### src/rtl/fm_wb_collector.sv
// ---------------------------------------------------------------------------
// fm_wb_collector
//   Gathers per-row write-back traffic from a PE array and serialises it onto
//   two memory write ports: one for feature-map bytes and one for 6-bit guard
//   words. Each row owns a small data FIFO, a single-entry guard register, a
//   finish flag and two address counters. Two independent round-robin
//   arbiters pick one data FIFO and one guard register per cycle.
//
//   Sequencing: IDLE -(start_i)-> RUN -(all rows finished)-> DRAIN
//               -(all buffers empty)-> DONE -(1 cycle)-> IDLE
//
//   Ports
//     clk, rst_n               clock, async active-low reset
//     start_i                  start pulse, loads base addresses (IDLE only)
//     base_addr_i/guard_base_i per-row base addresses
//     write_back_data_i(+valid)/fm_buf_ready   per-row data stream
//     guard_i(+valid)/guard_buf_ready          per-row guard stream
//     write_back_finish        per-row last-word pulse
//     fm_we_o/fm_addr_o/fm_wdata_o             feature-map write port (registered)
//     guard_we_o/guard_addr_o/guard_wdata_o    guard write port (registered)
//     done_o                   one-cycle completion pulse
//
//   Build option
//     FM_WB_ZERO_SKIP_EN : when defined, granted data bytes equal to 0x00 are
//                          not written, but the row address still advances.
// ---------------------------------------------------------------------------

package diff_demo_pkg;
    parameter int CONF_PE_ROW = 2;
endpackage

// ---------------------------------------------------------------------------
// fm_wb_row : per-row storage.
//   Data FIFO (FIFO_DEPTH x 8), one-entry guard register, finish flag and the
//   data/guard address counters. Counters advance on every pop.
// ---------------------------------------------------------------------------
module fm_wb_row #(
    parameter int FIFO_DEPTH = 4,
    parameter int ADDR_W     = 12
) (
    input  logic              clk,
    input  logic              rst_n,
    input  logic              load,
    input  logic              active,
    input  logic [ADDR_W-1:0] base_addr,
    input  logic [ADDR_W-1:0] guard_base,
    input  logic [7:0]        data,
    input  logic              data_valid,
    output logic              data_ready,
    input  logic [5:0]        guard,
    input  logic              guard_valid,
    output logic              guard_ready,
    input  logic              finish,
    input  logic              data_pop,
    input  logic              guard_pop,
    output logic              data_avail,
    output logic [7:0]        data_head,
    output logic              guard_avail,
    output logic [5:0]        guard_word,
    output logic              finish_flag,
    output logic [ADDR_W-1:0] data_addr,
    output logic [ADDR_W-1:0] guard_addr
);
    localparam int PW = (FIFO_DEPTH > 1) ? $clog2(FIFO_DEPTH) : 1;
    localparam int CW = PW + 1;

    logic [FIFO_DEPTH-1:0][7:0] mem;
    logic [PW-1:0]              wr_ptr;
    logic [PW-1:0]              rd_ptr;
    logic [CW-1:0]              count;
    logic                       push;
    logic                       guard_push;
    logic                       guard_full;

    assign data_ready  = active && (count != CW'(FIFO_DEPTH));
    assign push        = data_valid && data_ready;
    assign data_avail  = (count != '0);
    assign data_head   = mem[rd_ptr];

    // Guard register accepts only when empty, so push and pop never coincide.
    assign guard_ready = active && !guard_full;
    assign guard_push  = guard_valid && guard_ready;
    assign guard_avail = guard_full;

    // Data FIFO; depth is a power of two so pointers wrap naturally.
    always_ff @(posedge clk or negedge rst_n) begin
        if (!rst_n) begin
            mem    <= '0;
            wr_ptr <= '0;
            rd_ptr <= '0;
            count  <= '0;
        end else begin
            if (push) begin
                mem[wr_ptr] <= data;
                wr_ptr      <= wr_ptr + 1'b1;
            end
            if (data_pop) begin
                rd_ptr <= rd_ptr + 1'b1;
            end
            case ({push, data_pop})
                2'b10:   count <= count + 1'b1;
                2'b01:   count <= count - 1'b1;
                default: count <= count;
            endcase
        end
    end

    always_ff @(posedge clk or negedge rst_n) begin
        if (!rst_n) begin
            guard_full <= 1'b0;
            guard_word <= '0;
        end else if (guard_push) begin
            guard_full <= 1'b1;
            guard_word <= guard;
        end else if (guard_pop) begin
            guard_full <= 1'b0;
        end
    end

    always_ff @(posedge clk or negedge rst_n) begin
        if (!rst_n) begin
            finish_flag <= 1'b0;
            data_addr   <= '0;
            guard_addr  <= '0;
        end else if (load) begin
            finish_flag <= 1'b0;
            data_addr   <= base_addr;
            guard_addr  <= guard_base;
        end else begin
            if (active && finish) finish_flag <= 1'b1;
            if (data_pop)         data_addr   <= data_addr + 1'b1;
            if (guard_pop)        guard_addr  <= guard_addr + 1'b1;
        end
    end
endmodule

// ---------------------------------------------------------------------------
// fm_wb_rr_arb : round-robin arbiter. Search starts at ptr; after a grant to
// row r the pointer moves to r+1 (mod N).
// ---------------------------------------------------------------------------
module fm_wb_rr_arb #(
    parameter int N  = 2,
    parameter int IW = 1
) (
    input  logic          clk,
    input  logic          rst_n,
    input  logic          en,
    input  logic [N-1:0]  req,
    output logic          gnt_vld,
    output logic [IW-1:0] gnt_idx,
    output logic [N-1:0]  gnt_oh
);
    logic [IW-1:0] ptr;
    logic [IW-1:0] cand;

    always_comb begin
        gnt_vld = 1'b0;
        gnt_idx = '0;
        gnt_oh  = '0;
        cand    = '0;
        for (int i = 0; i < N; i++) begin
            cand = IW'((int'(ptr) + i) % N);
            if (en && !gnt_vld && req[cand]) begin
                gnt_vld = 1'b1;
                gnt_idx = cand;
            end
        end
        if (gnt_vld) gnt_oh[gnt_idx] = 1'b1;
    end

    always_ff @(posedge clk or negedge rst_n) begin
        if (!rst_n) begin
            ptr <= '0;
        end else if (gnt_vld) begin
            ptr <= (gnt_idx == IW'(N - 1)) ? '0 : gnt_idx + 1'b1;
        end
    end
endmodule

// ---------------------------------------------------------------------------
// Top level
// ---------------------------------------------------------------------------
module fm_wb_collector #(
    parameter int CONF_PE_ROW = diff_demo_pkg::CONF_PE_ROW,
    parameter int FIFO_DEPTH  = 4,
    parameter int ADDR_W      = 12
) (
    input  logic                              clk,
    input  logic                              rst_n,
    input  logic                              start_i,
    input  logic [CONF_PE_ROW-1:0][ADDR_W-1:0] base_addr_i,
    input  logic [CONF_PE_ROW-1:0][ADDR_W-1:0] guard_base_i,
    input  logic [CONF_PE_ROW-1:0][7:0]        write_back_data_i,
    input  logic [CONF_PE_ROW-1:0]             write_back_data_i_valid,
    output logic [CONF_PE_ROW-1:0]             fm_buf_ready,
    input  logic [CONF_PE_ROW-1:0][5:0]        guard_i,
    input  logic [CONF_PE_ROW-1:0]             guard_i_valid,
    output logic [CONF_PE_ROW-1:0]             guard_buf_ready,
    input  logic [CONF_PE_ROW-1:0]             write_back_finish,
    output logic                              fm_we_o,
    output logic [ADDR_W-1:0]                 fm_addr_o,
    output logic [7:0]                        fm_wdata_o,
    output logic                              guard_we_o,
    output logic [ADDR_W-1:0]                 guard_addr_o,
    output logic [5:0]                        guard_wdata_o,
    output logic                              done_o
);
    localparam int IW = (CONF_PE_ROW > 1) ? $clog2(CONF_PE_ROW) : 1;

    localparam logic [1:0] S_IDLE  = 2'd0;
    localparam logic [1:0] S_RUN   = 2'd1;
    localparam logic [1:0] S_DRAIN = 2'd2;
    localparam logic [1:0] S_DONE  = 2'd3;

    logic [1:0] state;
    logic [1:0] state_nxt;
    logic       active;
    logic       load;

    logic [CONF_PE_ROW-1:0]             data_avail;
    logic [CONF_PE_ROW-1:0]             guard_avail;
    logic [CONF_PE_ROW-1:0]             finish_flag;
    logic [CONF_PE_ROW-1:0]             data_pop;
    logic [CONF_PE_ROW-1:0]             guard_pop;
    logic [CONF_PE_ROW-1:0][7:0]        data_head;
    logic [CONF_PE_ROW-1:0][5:0]        guard_word;
    logic [CONF_PE_ROW-1:0][ADDR_W-1:0] data_addr;
    logic [CONF_PE_ROW-1:0][ADDR_W-1:0] guard_addr;

    logic          fm_gnt_vld;
    logic [IW-1:0] fm_gnt;
    logic          gd_gnt_vld;
    logic [IW-1:0] gd_gnt;
    logic          fm_keep;

    assign active = (state == S_RUN) || (state == S_DRAIN);
    assign load   = start_i && (state == S_IDLE);
    assign done_o = (state == S_DONE);

    always_comb begin
        state_nxt = state;
        case (state)
            S_IDLE:  if (load) state_nxt = S_RUN;
            S_RUN:   if (&finish_flag) state_nxt = S_DRAIN;
            S_DRAIN: if (!(|data_avail) && !(|guard_avail)) state_nxt = S_DONE;
            default: state_nxt = S_IDLE;
        endcase
    end

    always_ff @(posedge clk or negedge rst_n) begin
        if (!rst_n) state <= S_IDLE;
        else        state <= state_nxt;
    end

    for (genvar r = 0; r < CONF_PE_ROW; r++) begin : g_row
        fm_wb_row #(
            .FIFO_DEPTH (FIFO_DEPTH),
            .ADDR_W     (ADDR_W)
        ) u_row (
            .clk         (clk),
            .rst_n       (rst_n),
            .load        (load),
            .active      (active),
            .base_addr   (base_addr_i[r]),
            .guard_base  (guard_base_i[r]),
            .data        (write_back_data_i[r]),
            .data_valid  (write_back_data_i_valid[r]),
            .data_ready  (fm_buf_ready[r]),
            .guard       (guard_i[r]),
            .guard_valid (guard_i_valid[r]),
            .guard_ready (guard_buf_ready[r]),
            .finish      (write_back_finish[r]),
            .data_pop    (data_pop[r]),
            .guard_pop   (guard_pop[r]),
            .data_avail  (data_avail[r]),
            .data_head   (data_head[r]),
            .guard_avail (guard_avail[r]),
            .guard_word  (guard_word[r]),
            .finish_flag (finish_flag[r]),
            .data_addr   (data_addr[r]),
            .guard_addr  (guard_addr[r])
        );
    end

    // Arbiters only run in RUN/DRAIN, which keeps both write enables low in
    // IDLE and DONE: DRAIN leaves only once nothing is left to grant.
    fm_wb_rr_arb #(.N(CONF_PE_ROW), .IW(IW)) u_fm_arb (
        .clk     (clk),
        .rst_n   (rst_n),
        .en      (active),
        .req     (data_avail),
        .gnt_vld (fm_gnt_vld),
        .gnt_idx (fm_gnt),
        .gnt_oh  (data_pop)
    );

    fm_wb_rr_arb #(.N(CONF_PE_ROW), .IW(IW)) u_gd_arb (
        .clk     (clk),
        .rst_n   (rst_n),
        .en      (active),
        .req     (guard_avail),
        .gnt_vld (gd_gnt_vld),
        .gnt_idx (gd_gnt),
        .gnt_oh  (guard_pop)
    );

`ifdef FM_WB_ZERO_SKIP_EN
    // Zero bytes are popped and consume an address but produce no write.
    assign fm_keep = (data_head[fm_gnt] != 8'h00);
`else
    assign fm_keep = 1'b1;
`endif

    // Registered memory ports: a grant in cycle N appears on the port in N+1.
    always_ff @(posedge clk or negedge rst_n) begin
        if (!rst_n) begin
            fm_we_o    <= 1'b0;
            fm_addr_o  <= '0;
            fm_wdata_o <= '0;
        end else begin
            fm_we_o <= fm_gnt_vld && fm_keep;
            if (fm_gnt_vld) begin
                fm_addr_o  <= data_addr[fm_gnt];
                fm_wdata_o <= data_head[fm_gnt];
            end
        end
    end

    always_ff @(posedge clk or negedge rst_n) begin
        if (!rst_n) begin
            guard_we_o    <= 1'b0;
            guard_addr_o  <= '0;
            guard_wdata_o <= '0;
        end else begin
            guard_we_o <= gd_gnt_vld;
            if (gd_gnt_vld) begin
                guard_addr_o  <= guard_addr[gd_gnt];
                guard_wdata_o <= guard_word[gd_gnt];
            end
        end
    end
endmodule

### config.mk
export PLATFORM = sky130hd
export DESIGN_NAME = fm_wb_collector
export DESIGN_NICKNAME = d
export VERILOG_FILES = /design/src/rtl/fm_wb_collector.sv
export SDC_FILE = /design/constraint.sdc
export NUM_CORES = 1
export LEC_CHECK = 0
export CORE_ASPECT_RATIO = 0.75
export CORE_MARGIN = 10
export CORE_UTILIZATION = 55
export CTS_BUF_LIST = sky130_fd_sc_hd__clkbuf_16
export CTS_CLUSTER_SIZE = 24
export DETAILED_ROUTE_END_ITERATION = 10
export PLACE_DENSITY = 0.78
export SYNTH_ARGS = -nofsm -noshare
export SYNTH_HDL_FRONTEND = slang
export SYNTH_SLANG_ARGS = --single-unit
### constraint.sdc
create_clock -name clk -period 3.7 [get_ports clk]
set_input_delay 0.925 -clock clk [delete_from_list [all_inputs] [get_ports clk]]
set_output_delay 0.925 -clock clk [all_outputs]
set_load 0.01 [all_outputs]
# Yosys cells after proc, flatten, opt, wreduce, memory -nomap -nowiden
# Cells that the tools add are included.
dict set report word_totals {
  regBits 186
  latch_bits 0
  ramBits 0
  rom_bits 0
  out_inout_bits 45
  wordCells 185
  n_memories 0
}
dict set report op_classes {
  addsub 16
  mul 0
  div_mod_pow 0
  magnitude_cmp 14
  eq_ne 12
  shifts 0
  mux 64
  bitwise 0
  reduce_logical 46
}
# operator n
set op_table {}
lappend op_table {{12-bit two-way mux} 12}
lappend op_table {{32-bit bitwise mux} 2}
lappend op_table {{12-bit by 1-bit adder with 12-bit output (second input constant)} 4}
lappend op_table {{8-bit two-way mux} 6}
lappend op_table {{8-bit binary-select mux with 2-bit select} 2}
lappend op_table {{8-bit demux with 2-bit select} 2}
lappend op_table {{1-bit two-way mux} 28}
lappend op_table {{1-bit logical AND} 22}
lappend op_table {{2-bit nonzero test} 10}
lappend op_table {{1-bit by 2-bit less-than comparator with 1-bit output (second input constant)} 6}
lappend op_table {{2-bit by 3-bit less-than comparator with 1-bit output (second input constant)} 4}
lappend op_table {{6-bit two-way mux} 2}
lappend op_table {{3-bit case mux with 2 select lines} 2}
lappend op_table {{2-bit two-way mux} 5}
lappend op_table {{2-bit by 1-bit adder with 2-bit output (second input constant)} 4}
lappend op_table {{2-bit equality test (second input constant)} 4}
lappend op_table {{3-bit by 1-bit adder with 3-bit output (second input constant)} 2}
lappend op_table {{2-bit by 1-bit equality test with 1-bit output (second input constant)} 3}
lappend op_table {{1-bit zero test} 6}
lappend op_table {{2-bit by 1-bit inequality test with 1-bit output (second input constant)} 3}
lappend op_table {{3-bit inequality test (second input constant)} 2}
lappend op_table {{2-bit case mux with 3 select lines} 1}
lappend op_table {{3-bit nonzero test} 2}
lappend op_table {{3-bit by 1-bit subtractor with 3-bit output (second input constant)} 2}
lappend op_table {{other kinds (9)} 16}

# Longest topological paths before layout
dict set report logic_depth {
  word_depth 16
  mapped_depth 12
  ltp_nobuf 11
}

# By module
# A second synthesis with hierarchy kept.
dict set report unflattened {
  cells_unflattened 763
  area_unflattened_um2 9095.0
}
# module instances cells_per_inst area_each_um2 seq_area_each_um2
set modules_own_cells {}
lappend modules_own_cells {{fm_wb_row at g_row[0].u_row} 1 278 3528.4 1776.7}
lappend modules_own_cells {{fm_wb_row at g_row[1].u_row} 1 282 3474.6 1776.7}
lappend modules_own_cells {fm_wb_collector 1 183 1944.4 1051.0}
lappend modules_own_cells {fm_wb_rr_arb 2 10 73.8 25.0}

# Worst setup path before layout
# No wires, ideal clock.
dict set report synth_path {
  path_type {register to register}
  start {register state[0]}
  end {register g_row[0].u_row.count[2]}
  setup_ps 79
  arrival_time_ps 2622
  slack_ps 998
  path_stages_with_launch 12
  path_buffers 2
  path_cell_list {dfrtp_1 inv_1 ha_1 clkbuf_1 nor3b_2 buf_2 ha_1 inv_1 fa_1 xor2_1 nor2_1 xor2_1}
}
dict set report synth_via {
  elab_chain_len 15
  word_cells_on_any_way 23
  cone_classes {2 x order compare; 4 x eq/ne; 8 x mux; 9 x reduce/logical}
}
# element line_no
set synth_lines {}
lappend synth_lines {{start, declared} 215} ;# logic [1:0] state;
lappend synth_lines {{start signal, assigned} 252} ;# else state <= state_nxt;
lappend synth_lines {{2-bit by 1-bit equality test with 1-bit output or 2-bit equality test (tied branches)} 236} ;# assign active = (state == S_RUN) || (state == S_DRAIN);
lappend synth_lines {{1-bit logical OR *} 236}
lappend synth_lines {{1-bit logical AND} 163} ;# if (en && !gnt_vld && req[cand]) begin
lappend synth_lines {{1-bit two-way mux} 163}
lappend synth_lines {{1-bit zero test} 163}
lappend synth_lines {{1-bit logical AND (2 in series)} 163}
lappend synth_lines {{1-bit two-way mux} 163}
lappend synth_lines {{1-bit by 2-bit less-than comparator with 1-bit output (implied by the code) or 1-bit >= comparator (tied branches)} 168} ;# if (gnt_vld) gnt_oh[gnt_idx] = 1'b1;
lappend synth_lines {{1-bit logical AND (implied by the code)} 168}
lappend synth_lines {{1-bit two-way mux (implied by the code)} 168}
lappend synth_lines {{1-bit demux with 1-bit select} --}
lappend synth_lines {{2-bit two-way mux *} 168}
lappend synth_lines {{net g_row[0].u_row.data_pop} 54} ;# input logic data_pop,
lappend synth_lines {{2-bit by 1-bit equality test with 1-bit output or 2-bit equality test (tied branches)} 100} ;# case ({push, data_pop})
lappend synth_lines {{3-bit case mux with 2 select lines or 2-bit nonzero test (tied branches)} --}
lappend synth_lines {{end signal, assigned} 101} ;# 2'b10: count <= count + 1'b1;
lappend synth_lines {{end signal, assigned} 102} ;# 2'b01: count <= count - 1'b1;
lappend synth_lines {{end signal, assigned} 103} ;# default: count <= count;
lappend synth_lines {{end, declared} 70} ;# logic [CW-1:0] count;
# Mark *: on every way through the listed nets, which the timed path passes. The rest lies on a longest branch.
# A chain may end at the register's enable or synchronous reset.

# Worst setup path in the final report
dict set report layout_path {
  start {register state[0]}
  end {output port guard_buf_ready[0]}
}
dict set report layout_via {
  elab_chain_len 3
  word_cells_on_any_way 4
  cone_classes {2 x eq/ne; 2 x reduce/logical}
}
# element line_no
set layout_lines {}
lappend layout_lines {{2-bit by 1-bit equality test with 1-bit output or 2-bit equality test (tied branches)} 236}
lappend layout_lines {{1-bit logical OR *} 236}
lappend layout_lines {{1-bit logical AND *} 81} ;# assign guard_ready = active && !guard_full;
lappend layout_lines {{end, declared} 198} ;# output logic [CONF_PE_ROW-1:0] guard_buf_ready,
# Every way passes the cells marked *; elsewhere a longest branch is shown, timed or not.

==> run_results.csv <==
group,metric,value,unit
finish,syn_to_final_growth,23.2,%
global_route,grt_max_degree,76,
floorplan,die_x,166,um
synthesis,syn-num-nets,859,
clocking,clk_latency,430,ps
synthesis,synth_top_cell_area_share,0.530,
floorplan,ios,130,
timing,hold_viol,0,
finish,drive_gt1_frac,0.154,
timing,setup_violations,0,
clocking,tritoncts,"yes",
global_route,grt_pass1_vias,6879,
power,peakVddDrop,495,uV
drt,drc,0,
placement,numPortBuffers,129,
timing,whs,470,ps
global_route,grt.total_usage,0.202,
synthesis,syn_inst,754,
synthesis,synth_edf_count,0,
synthesis,synth_area_leader_cell,"dfrtp_1",
clocking,cts-buffers-inserted,17,
timing,rsz0062_at_grt,"false",
timing,worstMarginPinSlew,684,ps
clocking,clock-sinks,186,
critical_path,cpPeakStageDelay,720,ps
synthesis,synth_warnings,0,
finish,final_cell_mix,"dfrtp_1 (186), clkdlybuf4s50_1 (128), nand2_1 (83)",
synthesis,ys_ff_latch,186,
timing,fin_ws,318,ps
timing,finalCritPeriodShare,0.914,
finish,seq_area,4650,um2
timing,clock_skew,11.0,ps
placement,dp_slack,603,ps
synthesis,async_flop_share,1.00,
finish,antenna_cells,0,
floorplan,die_y,129,um
drt,routed_via_density,5.94,
clocking,cts-root-buf,"clkbuf_16",
finish,multi_input_area,3760,um2
synthesis,ys.flop_type,"dfrtp_1",
critical_path,rrSetupSlack,720,ps
synthesis,synth_area,8770,um2
drt,wire_per_inst,19.7,um
drt,firstDrtPassIters,7,
critical_path,cp_max_fo,22,
critical_path,critPathLaunchType,"flip-flop",
finish,fillers,1119,
floorplan,num_rows,39,
power,powerDensity,958,nW/um2
timing,maxSlewHeadroom,0.544,
drt,vias,6490,
floorplan,dieArea,21500,um2
global_route,overflow,0,
critical_path,critPathKind,"reg2out",
synthesis,synth_cell_types,50,
run,max_cap_violations,0,
worst_hold_path,hold_path_class,"reg2reg",
drt,ant_nets,0,
critical_path,crit_slowest_cell,"ha_1",
synthesis,avgSynthCellArea,11.6,um2
floorplan,core_area,15400,um2
power,leakagePower,4.66,nW
timing,max_freq,296,MHz
global_route,grt_pass1_wl,35600,um
clocking,cts_setup_buffers,0,
timing,period_minus_slack,3380,ps
finish,layout_commonest_cell,"dfrtp_1",
critical_path,cp.required,2770,ps
critical_path,crit_chain,"inv_1 -> ha_1 -> nor2b_1 -> clkdlybuf4s50_1",
drt,first_iter_violations,563,
synthesis,yosysSeqAreaShare,0.530,
finish,final_nets,979,
timing,setup_tns,0,ps
drt,wl,21500,um
floorplan,initial_core_util,0.569,
timing,slew_viol_final,0,
placement,post-dp-hpwl,15500,um
clocking,cts.path.max_buffers,2,
clocking,clkTransAtPathRegs,70,ps
placement,place.gp.congestion,0.868,
outcome,status,"complete, no violations",
global_route,antenna_found_initial,0,
critical_path,cp-end-kind,"output port",
clocking,cts_hold_buffers,0,
finish,final_util,0.701,
critical_path,critPathArrivalTime,2460,ps
clocking,cts_resized,0,
clocking,htreeDepth,4,
synthesis,synth_area_leaders,"dfrtp_1 (53%), mux2_2 (9.8%), mux4_2 (4.1%)",
## worst max-delay path, delay by kind of cell (launching register included)
kind | cells | cell delay [ps]
adders and majority gates | 1 | 720
buffers and inverters | 2 | 660
DFF | 1 | 380
and+or+nand+nor | 1 | 280
## layout make-up
| class | count | share of cell area |
|---|---|---|
| clock inverter | 15 | 0.0112 |
| clock buffer | 17 | 0.0394 |
| tap | 205 | 0.0237 |
| inverter | 49 | 0.0170 |
| multi-input combinational | 478 | 0.348 |
| timing repair buffer | 142 | 0.130 |
| sequential | 186 | 0.431 |
## cells by family (layout without fill, tap and decap cells)
family | Yosys count | count (layout) | share of synthesized area
and+or+nand+nor | 191 | 191 | 0.109
DFF | 186 | 186 | 0.530
AOI/OAI and AO/OA | 132 | 132 | 0.107
muxes | 101 | 101 | 0.149
buffers and inverters | 90 | 223 | 0.0406
xor gates and xnor gates | 34 | 34 | 0.0339
adders and majority gates | 20 | 20 | 0.0302
## flip-flops by register name (all words and copies together) (netlist names), 2 cells and up
name and cells:
fm_addr_o 12, fm_wdata_o 8, g_row.u_row.count 6, g_row.u_row.data_addr 24, g_row.u_row.finish_flag 2, g_row.u_row.guard_addr 24
g_row.u_row.guard_avail 2, g_row.u_row.guard_word 12, g_row.u_row.mem 64, g_row.u_row.rd_ptr 4, g_row.u_row.wr_ptr 4, guard_addr_o 12
guard_wdata_o 6, state 2
## stage by stage
step / cells / power, mW / instance area (um2)
floorplan: 754 / 7.02 / 8770
global route: 1092 / 11.1 / 10800
detailed placement: 1060 / 8.66 / 10300
CTS: 1092 / 10.4 / 10800
global placement: 1060 / 8.36 / 10300
finish: 1092 / 10.4 / 10800
## where the power goes
group          internal (mW)  switching (mW)
Clock                  0.928           0.783
Sequential              3.09           0.900
Combinational           2.36            2.29
## Yosys cell counts (all sizes together) (2+ instances only)
| cell type | instances |
|---|---|
| dfrtp | 186 |
| nand2 | 83 |
| mux2 | 77 |
| inv | 49 |
| o21ai | 43 |
| clkbuf | 28 |
| a222oi | 26 |
| nor2 | 25 |
| xnor2 | 20 |
| a31oi | 18 |
| ha | 18 |
| mux4 | 16 |
| or3 | 14 |
| xor2 | 14 |
| buf | 13 |
| a22oi | 12 |
| and2 | 12 |
| nand3 | 11 |
| nand4 | 10 |
| mux2i | 8 |
| or4 | 8 |
| and4 | 7 |
| and3 | 5 |
| o2111ai | 5 |
| o31ai | 5 |
| a21oi | 4 |
| nor3 | 4 |
| o211ai | 4 |
| a21o | 3 |
| nor2b | 3 |
| o31a | 3 |
| a221o | 2 |
| fa | 2 |
| nand3b | 2 |
| nor3b | 2 |
| nor4 | 2 |
| o311a | 2 |
## worst paths after layout
kind,from,to,cells after the start
min reg2reg,fm_wdata_o[2],fm_wdata_o[2],2
min,fm_wdata_o[2],fm_wdata_o[2],2
min in group asynchronous,rst_n,g_row[1].u_row.data_addr[11],1
max in group asynchronous,rst_n,g_row[0].u_row.mem[13],2
max reg2reg,state[0],g_row[0].u_row.count[1],9
max,state[0],guard_buf_ready[0],4
## routing by layer
metal	vias up	GRT usage	part of all wire
li1	2972	-	-
met1	3260	0.264	0.44
met2	234	0.328	0.48
met3	24	0.0495	0.065
met4	0	0.0619	0.013
met5	-	0	0
(Power assumes the default switching activity.)
